`src/rtl/mem_wb_stage_pkg.sv`:
```
// Shared definitions for the elastic MEM/WB pipeline stage.
//   B_DEF, RA_W_DEF  : default data / register-address widths
//   REG_ZERO         : index of the hardwired $zero register
//   mem_wb_payload_t : canonical MEM/WB payload at the default widths
//   payload_width()  : flat payload width for arbitrary B / RA_W
package mem_wb_stage_pkg;

   localparam int unsigned B_DEF    = 32;
   localparam int unsigned RA_W_DEF = 5;
   localparam int unsigned REG_ZERO = 0;

   typedef struct packed {
      logic [B_DEF-1:0]    read_data;
      logic [B_DEF-1:0]    alu_result;
      logic [RA_W_DEF-1:0] write_reg;
      logic                regwrite;
      logic                memtoreg;
   } mem_wb_payload_t;

   // Flat layout used by the slots: {read_data, alu_result, write_reg, regwrite, memtoreg}
   function automatic int unsigned payload_width(input int unsigned b, input int unsigned ra_w);
      return 2 * b + ra_w + 2;
   endfunction

endpackage

```
`src/rtl/mem_wb_stage_pipe_slot.sv`:
```
// One pipeline slot: a payload register plus its valid bit.
//   clk, rst_n : clock, asynchronous active-low reset (clears valid and payload)
//   load       : capture d and set valid (wins over clear)
//   clear      : drop valid; payload keeps its stale value
//   d / q      : payload in / held payload
//   valid      : slot holds an entry
module pipe_slot #(
   parameter int unsigned W = 8
) (
   input  logic         clk,
   input  logic         rst_n,
   input  logic         load,
   input  logic         clear,
   input  logic [W-1:0] d,
   output logic [W-1:0] q,
   output logic         valid
);

   always_ff @(posedge clk or negedge rst_n) begin
      if (!rst_n) begin
         valid <= 1'b0;
         q     <= '0;
      end else if (load) begin
         valid <= 1'b1;
         q     <= d;
      end else if (clear) begin
         valid <= 1'b0;
      end
   end

endmodule

```
`src/rtl/mem_wb_stage.sv`:
```
// Elastic MEM/WB stage: valid/ready handshake, optional 2-entry skid buffer, flush,
// $zero write suppression and the MemtoReg writeback mux.
//   clk, rst_n           : clock, asynchronous active-low reset
//   flush                : synchronous discard of all held entries and same-cycle input
//   in_valid / in_ready  : MEM-side handshake
//   *_in                 : payload from MEM (read data, ALU result, dest reg, controls)
//   out_valid / out_ready: WB-side handshake
//   *_out                : head payload, qualified regwrite, resolved writeback word
//   occupancy            : number of held entries
module mem_wb_stage
   import mem_wb_stage_pkg::*;
#(
   parameter int unsigned B    = B_DEF,
   parameter int unsigned RA_W = RA_W_DEF,
   parameter bit          SKID = 1'b1
) (
   input  logic            clk,
   input  logic            rst_n,
   input  logic            flush,
   input  logic            in_valid,
   output logic            in_ready,
   input  logic [B-1:0]    read_data_in,
   input  logic [B-1:0]    alu_result_in,
   input  logic [RA_W-1:0] write_reg_in,
   input  logic            regwrite_in,
   input  logic            memtoreg_in,
   output logic            out_valid,
   input  logic            out_ready,
   output logic [B-1:0]    read_data_out,
   output logic [B-1:0]    alu_result_out,
   output logic [RA_W-1:0] write_reg_out,
   output logic            regwrite_out,
   output logic            memtoreg_out,
   output logic [B-1:0]    wb_data_out,
   output logic [1:0]      occupancy
);

   localparam int unsigned PW = payload_width(B, RA_W);

   logic [PW-1:0] in_word;
   logic [PW-1:0] head_d, head_q, skid_q;
   logic          head_valid, skid_valid;
   logic          head_load, head_clear;
   logic          head_regwrite;
   logic          accept, drain;

   assign in_word = {read_data_in, alu_result_in, write_reg_in, regwrite_in, memtoreg_in};

   // Flush discards the offered input, so it never counts as accepted internally.
   assign accept = in_valid & in_ready & ~flush;
   assign drain  = head_valid & out_ready;

   pipe_slot #(.W(PW)) u_head (
      .clk   (clk),
      .rst_n (rst_n),
      .load  (head_load),
      .clear (head_clear),
      .d     (head_d),
      .q     (head_q),
      .valid (head_valid)
   );

   if (SKID) begin : g_skid
      logic skid_load, skid_clear;

      // in_ready is the registered skid valid bit, so no combinational path from out_ready.
      assign in_ready = ~skid_valid;

      always_comb begin
         head_load  = 1'b0;
         head_d     = in_word;
         skid_load  = 1'b0;
         skid_clear = flush;
         if (!flush) begin
            if (drain && skid_valid) begin
               // in_ready is low here, so no accept can collide with the refill.
               head_load  = 1'b1;
               head_d     = skid_q;
               skid_clear = 1'b1;
            end else if (accept) begin
               if (!head_valid || drain) head_load = 1'b1;
               else                      skid_load = 1'b1;
            end
         end
         head_clear = flush | (drain & ~head_load);
      end

      pipe_slot #(.W(PW)) u_skid (
         .clk   (clk),
         .rst_n (rst_n),
         .load  (skid_load),
         .clear (skid_clear),
         .d     (in_word),
         .q     (skid_q),
         .valid (skid_valid)
      );
   end else begin : g_no_skid
      assign in_ready   = ~head_valid | out_ready;
      assign skid_valid = 1'b0;
      assign skid_q     = '0;

      always_comb begin
         head_d     = in_word;
         head_load  = accept;
         head_clear = flush | (drain & ~accept);
      end
   end

   assign {read_data_out, alu_result_out, write_reg_out, head_regwrite, memtoreg_out} = head_q;

   assign out_valid    = head_valid;
   assign regwrite_out = head_valid & head_regwrite & (write_reg_out != RA_W'(REG_ZERO));
   assign wb_data_out  = memtoreg_out ? read_data_out : alu_result_out;
   assign occupancy    = {1'b0, head_valid} + {1'b0, skid_valid};

endmodule

```
`config.mk`:
```
export PLATFORM = sky130hd
export DESIGN_NAME = mem_wb_stage
export DESIGN_NICKNAME = d
export VERILOG_FILES = /design/src/rtl/mem_wb_stage_pkg.sv /design/src/rtl/mem_wb_stage_pipe_slot.sv /design/src/rtl/mem_wb_stage.sv
export SDC_FILE = /design/constraint.sdc
export NUM_CORES = 1
export LEC_CHECK = 0
export CORE_MARGIN = 1.5
export CORE_UTILIZATION = 35
export CTS_CLUSTER_DIAMETER = 30
export CTS_CLUSTER_SIZE = 10
export DETAILED_ROUTE_END_ITERATION = 8
export HOLD_SLACK_MARGIN = 0.03
export SLEW_MARGIN = 20
export SYNTH_ARGS = -nofsm -noshare
export SYNTH_HDL_FRONTEND = slang
export SYNTH_SLANG_ARGS = --single-unit
```
`constraint.sdc`:
```
create_clock -name clk -period 2.6 [get_ports clk]
set_input_delay 0.39 -clock clk [delete_from_list [all_inputs] [get_ports clk]]
set_output_delay 0.39 -clock clk [all_outputs]
set_load 0.02 [all_outputs]
```
==> results_dict.tcl <==
set metrics [dict create \
    mostFrequentLayoutCell "mux2_2" \
    numClockSinks 144 \
    portBuffers 182 \
    cts_tree "yes" \
    maxCapViolCount 0 \
    dp_hpwl_um 10400 \
    dieArea_um2 21500 \
    htreeDepth 4 \
    initial_utilization 0.357 \
    maxSlewViolCount 0 \
    powerDensity_nw_per_um2 884 \
    ir_worst_vdd_mv 0.446 \
    crit_chain "or3_1 > o311a_1 > clkdlybuf4s50_1" \
    clock_skew_ns 0.00890 \
    wire_per_inst_um 17.0 \
    clk_pin_slew_ns 0.06 \
    cts_resized 0 \
    pre_cts_ws_ns 0.194 \
    synth_adder_area_share 0.00173 \
    worst-path-max-fanout 3 \
    ys_top_cells_by_area "dfrtp_1, mux2_2, buf_4" \
    numCtsBuffers 17 \
    yosysTopAreaCellShare 0.498 \
    route.vias.total 4208 \
    synth_xor_area_frac 0 \
    grt_max_degree 72 \
    critPathMaxStageDelay_ns 0.54 \
    chipWidth_um 147 \
    max-slew-margin-rel 0.639 \
    min_period_ns 2.43 \
    crit_arrival_ns 2.04 \
    timing.final.crit_share 0.936 \
    crit_slowest_cell "clkdlybuf4s50_1" \
    postRouteWirelength_um 15300 \
    post_cts_buffers 0 \
    setup_violations 0 \
    grt_pass1_vias 4702 \
    p_total_w 0.00840 \
    rsz0062_at_grt "false" \
    path_class "register to output pin" \
    grt_util_met2 0.243 \
    area_growth_pct 31.4 \
    hold_buffers 1 \
    synth_nets 577 \
    muxShareOfSynthArea 0.387 \
    worstMarginPinSlew_ns 0.542 \
    synth-seq-area-share 0.498 \
    num_rows 52 \
    leakage_nw 3.91 \
    fmax_mhz 411 \
    core_area_um2 20200 \
    diodes 0 \
    setup_tns_ns 0 \
    firstDrtPassIters 3 \
    gp_congestion 0.727 \
    clock_path_buffers 2 \
    use_met3 0.0512 \
    synthDistinctLibCells 22 \
    die_h_um 147 \
    clock-root-buffer "clkbuf_16" \
    grt_pass1_wl_um 25100 \
    synth_compound_area_frac 0.00727 \
    ys_warn_count 0 \
    grt_usage 0.149 \
    worstPathRequired_ns 2.21 \
    syn_area_um2 7230 \
    final_cell_mix "mux2_2, clkdlybuf4s50_1, dfrtp_1" \
    ys_seq_elements 144 \
    final_antenna_net_count 0 \
    grt_overflow 0 \
    drt_iter0_markers 100 \
    syn_avg_cell_area_um2 14.5 \
    status "finished, final reports clean" \
    cp-startpoint "u_head.q[3]" \
    timing.final.ws_setup_ns 0.166 \
    grt.met1_usage 0.186 \
    syn_inst 500 \
    busiest_layer "met2" \
    num_io_pins 183 \
    avgViaCountPerCell 4.67 \
    drive_above_1_share 0.452 \
    route.detailed.drc 0 \
    synth-simple-area-share 0.00934 \
    grt_antenna_before_repair 0 \
    worstReg2RegStart "u_head.valid" \
    hp-class "input pin to async pin" \
    nets 695 \
    synth_top_cell_by_area "dfrtp_1" \
    end_kind "output pin" \
    insertion_delay_ns 0.42 \
    hold_viol 0 \
    synth_top_family_by_area "multiplexers" \
    cp-start-kind "register" \
]
[worst paths after layout]
| path | cells past startpoint | to | slack (ns) |
|---|---|---|---|
| max | 3 | regwrite_out | 0.17 |
| min | 2 | u_head.valid | 0.49 |
| max reg2reg | 4 | u_head.q[34] | 0.61 |
| min reg2reg | 1 | g_skid.u_skid.q[47] | 0.49 |
| max in group asynchronous | 3 | g_skid.u_skid.q[11] | 1.38 |
| min in group clk | 1 | g_skid.u_skid.q[47] | 0.49 |
[sequential cells by signal (all words and copies together), names as in the netlist]
| signal | flops |
|---|---|
| g_skid.u_skid.q | 71 |
| u_head.q | 71 |
| u_head.valid | 1 |
| g_skid.u_skid.valid | 1 |
[metal layers]
layer  share of wire  wire (um)
met1            0.44       6790
met2            0.47       7280
met3           0.070       1070
met4           0.012        186
met5               0          0
[critical path, delay by kind of cell (launching register included)]
kind / cells / cell delay (ns)
compound gates: 1 / 0.30
buf+inv: 1 / 0.54
flops: 1 / 0.39
simple gates: 1 / 0.39
[kinds of logic after synthesis]
family | count (synthesis)
mux | 245
fa+ha+maj | 1
simple gates | 7
compound gates | 6
flops | 144
buf+inv | 97
[synth_stat cells]
library cell / count
nor4b_4: 1
nand2b_1: 1
buf_2: 14
a211oi_4: 1
mux2_1: 8
ha_1: 1
mux2_4: 10
mux2_2: 227
buf_4: 69
nor2_1: 1
or2_4: 1
a211oi_1: 1
nand2_1: 1
buf_6: 8
or3_1: 1
nand4b_2: 1
inv_1: 2
clkbuf_1: 4
dfrtp_1: 144
o21ai_0: 1
o311a_1: 1
a21oi_1: 2
[layout make-up]
| type | count | area [um2] |
|---|---|---|
| sequential | 144 | 3600 |
| inverter | 2 | 7.51 |
| clock buffer | 21 | 470 |
| fill | 1741 | 10700 |
| timing repair buffer | 194 | 1990 |
| clock inverter | 11 | 153 |
| multi-input combinational | 259 | 2940 |
| tap | 270 | 338 |
[report_power, final]
group,switching [W],internal [W]
Combinational,0.00113,0.00153
Clock,0.000957,0.00160
Sequential,0.000368,0.00282
Total,0.00246,0.00594
[per-stage QoR]
step                      area (um2)  cells   util  hold slack [ns]
after CTS                       9500    901  0.470            0.491
after detailed placement        8870    868  0.438            0.391
final                           9500    901  0.470            0.486
after floorplan                 7230    500      -           0.0944
after global placement          8870    868  0.438            0.381
after global routing            9500    901  0.470            0.505
Power figures use the tool's default switching activity.
